$ cat src/rtl/operand_router_pipe.sv
// Operand router for the Kalman ALU: selects R/S/I from bank ports, temp registers
// or constants, with optional inversion, behind a single valid/ready output register.
module operand_router_pipe #(
  parameter int W    = 24,
  parameter int NSRC = 4,
  parameter int FWD  = 1,
  localparam int SW  = $clog2(NSRC + 4)
) (
  input  logic              clk,
  input  logic              rst,
  input  logic [NSRC*W-1:0] bank_data,
  input  logic [W-1:0]      alu_result,
  input  logic              ld_RQ,
  input  logic              ld_RD,
  input  logic [W-1:0]      imm_wdata,
  input  logic              ld_imm,
  input  logic              in_valid,
  output logic              in_ready,
  input  logic [SW-1:0]     sel_R,
  input  logic [SW-1:0]     sel_S,
  input  logic              inv_R,
  input  logic              inv_S,
  input  logic [1:0]        sel_I,
  output logic              out_valid,
  input  logic              out_ready,
  output logic [W-1:0]      R,
  output logic [W-1:0]      S,
  output logic [W-1:0]      I,
  output logic              msb_R,
  output logic              msb_S,
  output logic [W-1:0]      RQ,
  output logic [W-1:0]      RD
);

  logic [W-1:0] bank_port [NSRC];
  logic [W-1:0] rq_reg, rd_reg, imm_reg;
  logic [W-1:0] r_reg, s_reg, i_reg;
  logic         out_valid_reg;
  logic [W-1:0] rq_src, rd_src, imm_src;
  logic [W-1:0] r_sel, s_sel;
  logic [W-1:0] r_next, s_next, i_next;
  logic         accept;

  genvar gi;
  generate
    for (gi = 0; gi < NSRC; gi++) begin : g_port
      assign bank_port[gi] = bank_data[gi*W +: W];
    end
  endgenerate

  // Same-edge writebacks bypass the temp registers when forwarding is enabled.
  assign rq_src  = ((FWD != 0) && ld_RQ)  ? alu_result : rq_reg;
  assign rd_src  = ((FWD != 0) && ld_RD)  ? alu_result : rd_reg;
  assign imm_src = ((FWD != 0) && ld_imm) ? imm_wdata  : imm_reg;

  assign in_ready = !out_valid_reg || out_ready;
  assign accept   = in_valid && in_ready;

  // Codes beyond NSRC+2 fall through to all-ones, so every code is defined.
  always_comb begin
    r_sel = '1;
    s_sel = '1;
    for (int k = 0; k < NSRC; k++) begin
      if (sel_R == SW'(k)) r_sel = bank_port[k];
      if (sel_S == SW'(k)) s_sel = bank_port[k];
    end
    if (sel_R == SW'(NSRC))     r_sel = rq_src;
    if (sel_R == SW'(NSRC + 1)) r_sel = rd_src;
    if (sel_R == SW'(NSRC + 2)) r_sel = '0;
    if (sel_S == SW'(NSRC))     s_sel = rq_src;
    if (sel_S == SW'(NSRC + 1)) s_sel = rd_src;
    if (sel_S == SW'(NSRC + 2)) s_sel = '0;
  end

  always_comb begin
    r_next = inv_R ? ~r_sel : r_sel;
    s_next = inv_S ? ~s_sel : s_sel;
    case (sel_I)
      2'b00:   i_next = '0;
      2'b01:   i_next = W'(1);
      2'b10:   i_next = '1;
      default: i_next = imm_src;
    endcase
  end

  always_ff @(posedge clk or posedge rst) begin
    if (rst) begin
      rq_reg  <= '0;
      rd_reg  <= '0;
      imm_reg <= '0;
    end else begin
      if (ld_RQ)  rq_reg  <= alu_result;
      if (ld_RD)  rd_reg  <= alu_result;
      if (ld_imm) imm_reg <= imm_wdata;
    end
  end

  // Data outputs only move on accept; a drained register keeps its last operands.
  always_ff @(posedge clk or posedge rst) begin
    if (rst) begin
      out_valid_reg <= 1'b0;
      r_reg         <= '0;
      s_reg         <= '0;
      i_reg         <= '0;
    end else if (accept) begin
      out_valid_reg <= 1'b1;
      r_reg         <= r_next;
      s_reg         <= s_next;
      i_reg         <= i_next;
    end else if (out_ready) begin
      out_valid_reg <= 1'b0;
    end
  end

  assign out_valid = out_valid_reg;
  assign R         = r_reg;
  assign S         = s_reg;
  assign I         = i_reg;
  assign msb_R     = r_reg[W-1];
  assign msb_S     = s_reg[W-1];
  assign RQ        = rq_reg;
  assign RD        = rd_reg;

endmodule

$ cat config.mk
export PLATFORM = sky130hd
export DESIGN_NAME = operand_router_pipe
export DESIGN_NICKNAME = d
export VERILOG_FILES = /design/src/rtl/operand_router_pipe.sv
export SDC_FILE = /design/constraint.sdc
export NUM_CORES = 1
export LEC_CHECK = 0
export ABC_AREA = 0
export BUFFER_PORTS_ARGS = -buffer_cell sky130_fd_sc_hd__buf_2
export CAP_MARGIN = 5
export CELL_PAD_IN_SITES_DETAIL_PLACEMENT = 1
export CELL_PAD_IN_SITES_GLOBAL_PLACEMENT = 2
export CORE_ASPECT_RATIO = 0.75
export CORE_MARGIN = 4
export CORE_UTILIZATION = 28
export CTS_CLUSTER_DIAMETER = 50
export DETAILED_ROUTE_END_ITERATION = 8
export PLACE_DENSITY = 0.85
export SLEW_MARGIN = 30
export SYNTH_ARGS = -nofsm -noshare
export SYNTH_HDL_FRONTEND = slang
export SYNTH_SLANG_ARGS = --single-unit
$ cat constraint.sdc
create_clock -name clk -period 4.95 [get_ports clk]
set_clock_uncertainty 0.15 [all_clocks]
set_input_delay 0.99 -clock clk [delete_from_list [all_inputs] [get_ports clk]]
set_output_delay 0.99 -clock clk [all_outputs]
set_load 0.03 [all_outputs]
==> run metrics <==
outcome finished clean; RR Startpoint out_valid; Slowest-stage cell, CP or3b_1; VDD IR max 208.4 uV; # resized after CTS 0; Mapped Area approximately 0.0085 mm^2; input/output buffers around 280; Internal Power 2.478 mW; max-slew violation count 0; hold_ws 0.3248 ns; CTS Buffer Depth 2; root buf cell clkbuf_16; Hold EP I[20]; count of cell types in the netlist 46; Post-CTS Setup Repair Bufs 0; synthesized flop and latch total between 100 and 150; worst min-delay path startpoint I[20]; Crit Reg-Reg Endpoint I[12]; Pleak 5.171 nW; maximum number of pins on one net before global-route repair approximately 100; initial drt markers around 370; critical path arrival slightly above 3 ns; ANT nets after route 0; first-pass GRT wire length approximately 52000 um; # DRC 0; slew at the pin closest to its max-slew limit ~0.9 ns; nets 1240; Max transition margin 39.91%; # IOs 285; most frequent cells in the layout 283 x buf_2, 145 x dfrtp_1, 102 x mux2i_1; Fin Setup TNS 0 ns; combinational share of power ~29%; synthesized area per cell slightly above 10 um^2; hold path cells 2; crit path time final 2.940 ns; Detailed Place HPWL about 25000 um; Top delay family on crit path buffers and inverters; Crit Path Class in -> reg; Die ar. 0.03323 mm^2; Core Rows 54; Post-DP Area about 0.010 mm^2; Worst EP required just over 5 ns; Async SR Flop Fraction 100.0%; Core Area 0.02946 mm^2; fraction of layout cells with a size suffix above 1 between 30% and 40%; Vias about 7500; Syn Nets 1000; commonest non-fill, non-tap cell in the layout buf_2; final wirelength around 34000 um; Worst Setup SP sel_R[0]; MaxCap Viol Count 0; CTS H-tree lvls 4; Post-Syn Instances around 840; final setup fails 0; GRT overflow 0; Clock Latency Late Sink approximately 0.43 ns; RSZ-0062 raised after global routing no; Pwr Density approximately 370 mW/mm^2; cell area after layout roughly 0.011 mm^2; P&R area growth vs syn 26.33%; critical path, cell by cell buf_2, buf_4, or3b_1, o22ai_1, nor2_1, mux2i_1, nand2_1; final worst path period share 59.39%; Num CTS Buffers 17; sequential area share after synthesis between 40 and 50%; R2R depth 4; register share of total power a little over a third; CTS tree done; top_reg_cell synth dfrtp_1; worst-path maximum fanout 27; sw frac a little under two fifths; worst hold path class reg -> reg; Crit. End Element register; total track usage 20.07%; die height roughly 160 um; CTS clk-pin slew, worst paths roughly 0.070 ns; Ys Warns 0; width of the chip between 200 and 250 um; Initial DRT Pass Iterations 5; drt wl/cell ~23 um; initial antenna violation count 12; clk sinks ~150; clock network power share approximately a third; CTS Hold Bufs 0; WP buf/inv 2; Net Sw Power ~1.5 mW; Routability Congestion 0.8106; vias per cell ~5.1; CP max stage delay around 0.62 ns; Post-synth EDFFs 0; Initial Util 28.84%; R2R Setup Slk around 3 ns; vias in the first global route between 8000 and 9000; Max Clk Rate roughly 340 MHz; final-report hold violation count 0; crit start category input port
## power groups by stage
stage / clock network, mW / logic, mW / registers, mW
2_1_floorplan: 0 / 0.454 / 1.74
3_3_place_gp: 0 / 1.14 / 1.46
3_5_place_dp: 0 / 1.16 / 1.46
4_1_cts: 1.38 / 1.16 / 1.44
5_1_grt: 1.44 / 1.24 / 1.46
6_report: 1.34 / 1.15 / 1.44
## through the flow
stage,worst slack [ns],cells,util [%],total power [mW]
final,2.010,1488,36.44,3.934
after global routing,1.866,1487,36.43,4.141
after CTS,2.022,1482,36.39,3.991
after detailed placement,1.598,1450,34.37,2.623
after global placement,1.659,1450,34.34,2.599
after floorplan,1.991,837,-,2.192
## synth_stat cells, types with 13 or more instances
cell type / instances / area (um^2)
a21boi_0: 13 / 97.59
a21oi_1: 14 / 70.07
a22o_1: 13 / 113.9
a22oi_1: 22 / 165.2
buf_2: 16 / 80.08
clkbuf_1: 40 / 150.1
dfrtp_1: 145 / 3628
inv_1: 31 / 116.4
mux2_2: 51 / 574.3
mux2i_1: 102 / 1021
nand2_1: 82 / 307.8
nor2_1: 27 / 101.4
nor2b_1: 24 / 150.1
o21ai_0: 75 / 375.4
o21ai_1: 19 / 95.09
o22ai_1: 24 / 150.1
or3_1: 13 / 81.33
xor2_1: 33 / 289.0
## tightest hold or removal path: cells and delay by family (launching register included)
kind | cells | cell delay (ns)
AO/OA/AOI/OAI | 1 | 0.06
flip-flops | 1 | 0.34
AND/OR/NAND/NOR | 1 | 0.04
## cell families after synthesis
kind of cell	Yosys count	synth area share [%]
compound gates	208	15.03
xor+xnor	36	3.711
fa+ha+maj	2	0.2945
buf+inv	109	6.553
flops	145	42.70
mux	165	21.96
simple gates	172	9.748
## cell type report
type                            count  area [um^2]
Clock buffer                       17        425.4
Antenna cell                        6        15.01
Sequential cell                   145         3628
Clock inverter                     15        170.2
Multi-Input combinational cell    583         4335
Timing Repair Buffer              299         1549
Tap cell                          392        490.5
Fill cell                        3431        18720
Inverter                           31        120.1
## routing by layer
| layer | track usage [%] | routed length, um | vias to the layer above |
|---|---|---|---|
| li1 | - | - | 3475 |
| met1 | 26.81 | 15140 | 3736 |
| met2 | 31.26 | 15600 | 270 |
| met3 | 6.746 | 2605 | 48 |
| met4 | 5.514 | 656 | 12 |
| met5 | 0 | 83 | - |
## worst max-delay path by stage
stage	to	slack (ns)	cells past startpoint
5_1_grt	R[1]	1.87	7
3_5_place_dp	R[1]	1.60	7
4_1_cts	R[1]	2.02	7
2_1_floorplan	I[0]	1.99	1
6_report	R[8]	2.01	7
3_3_place_gp	R[1]	1.66	7
No activity file was read; power rests on OpenSTA's default activity.
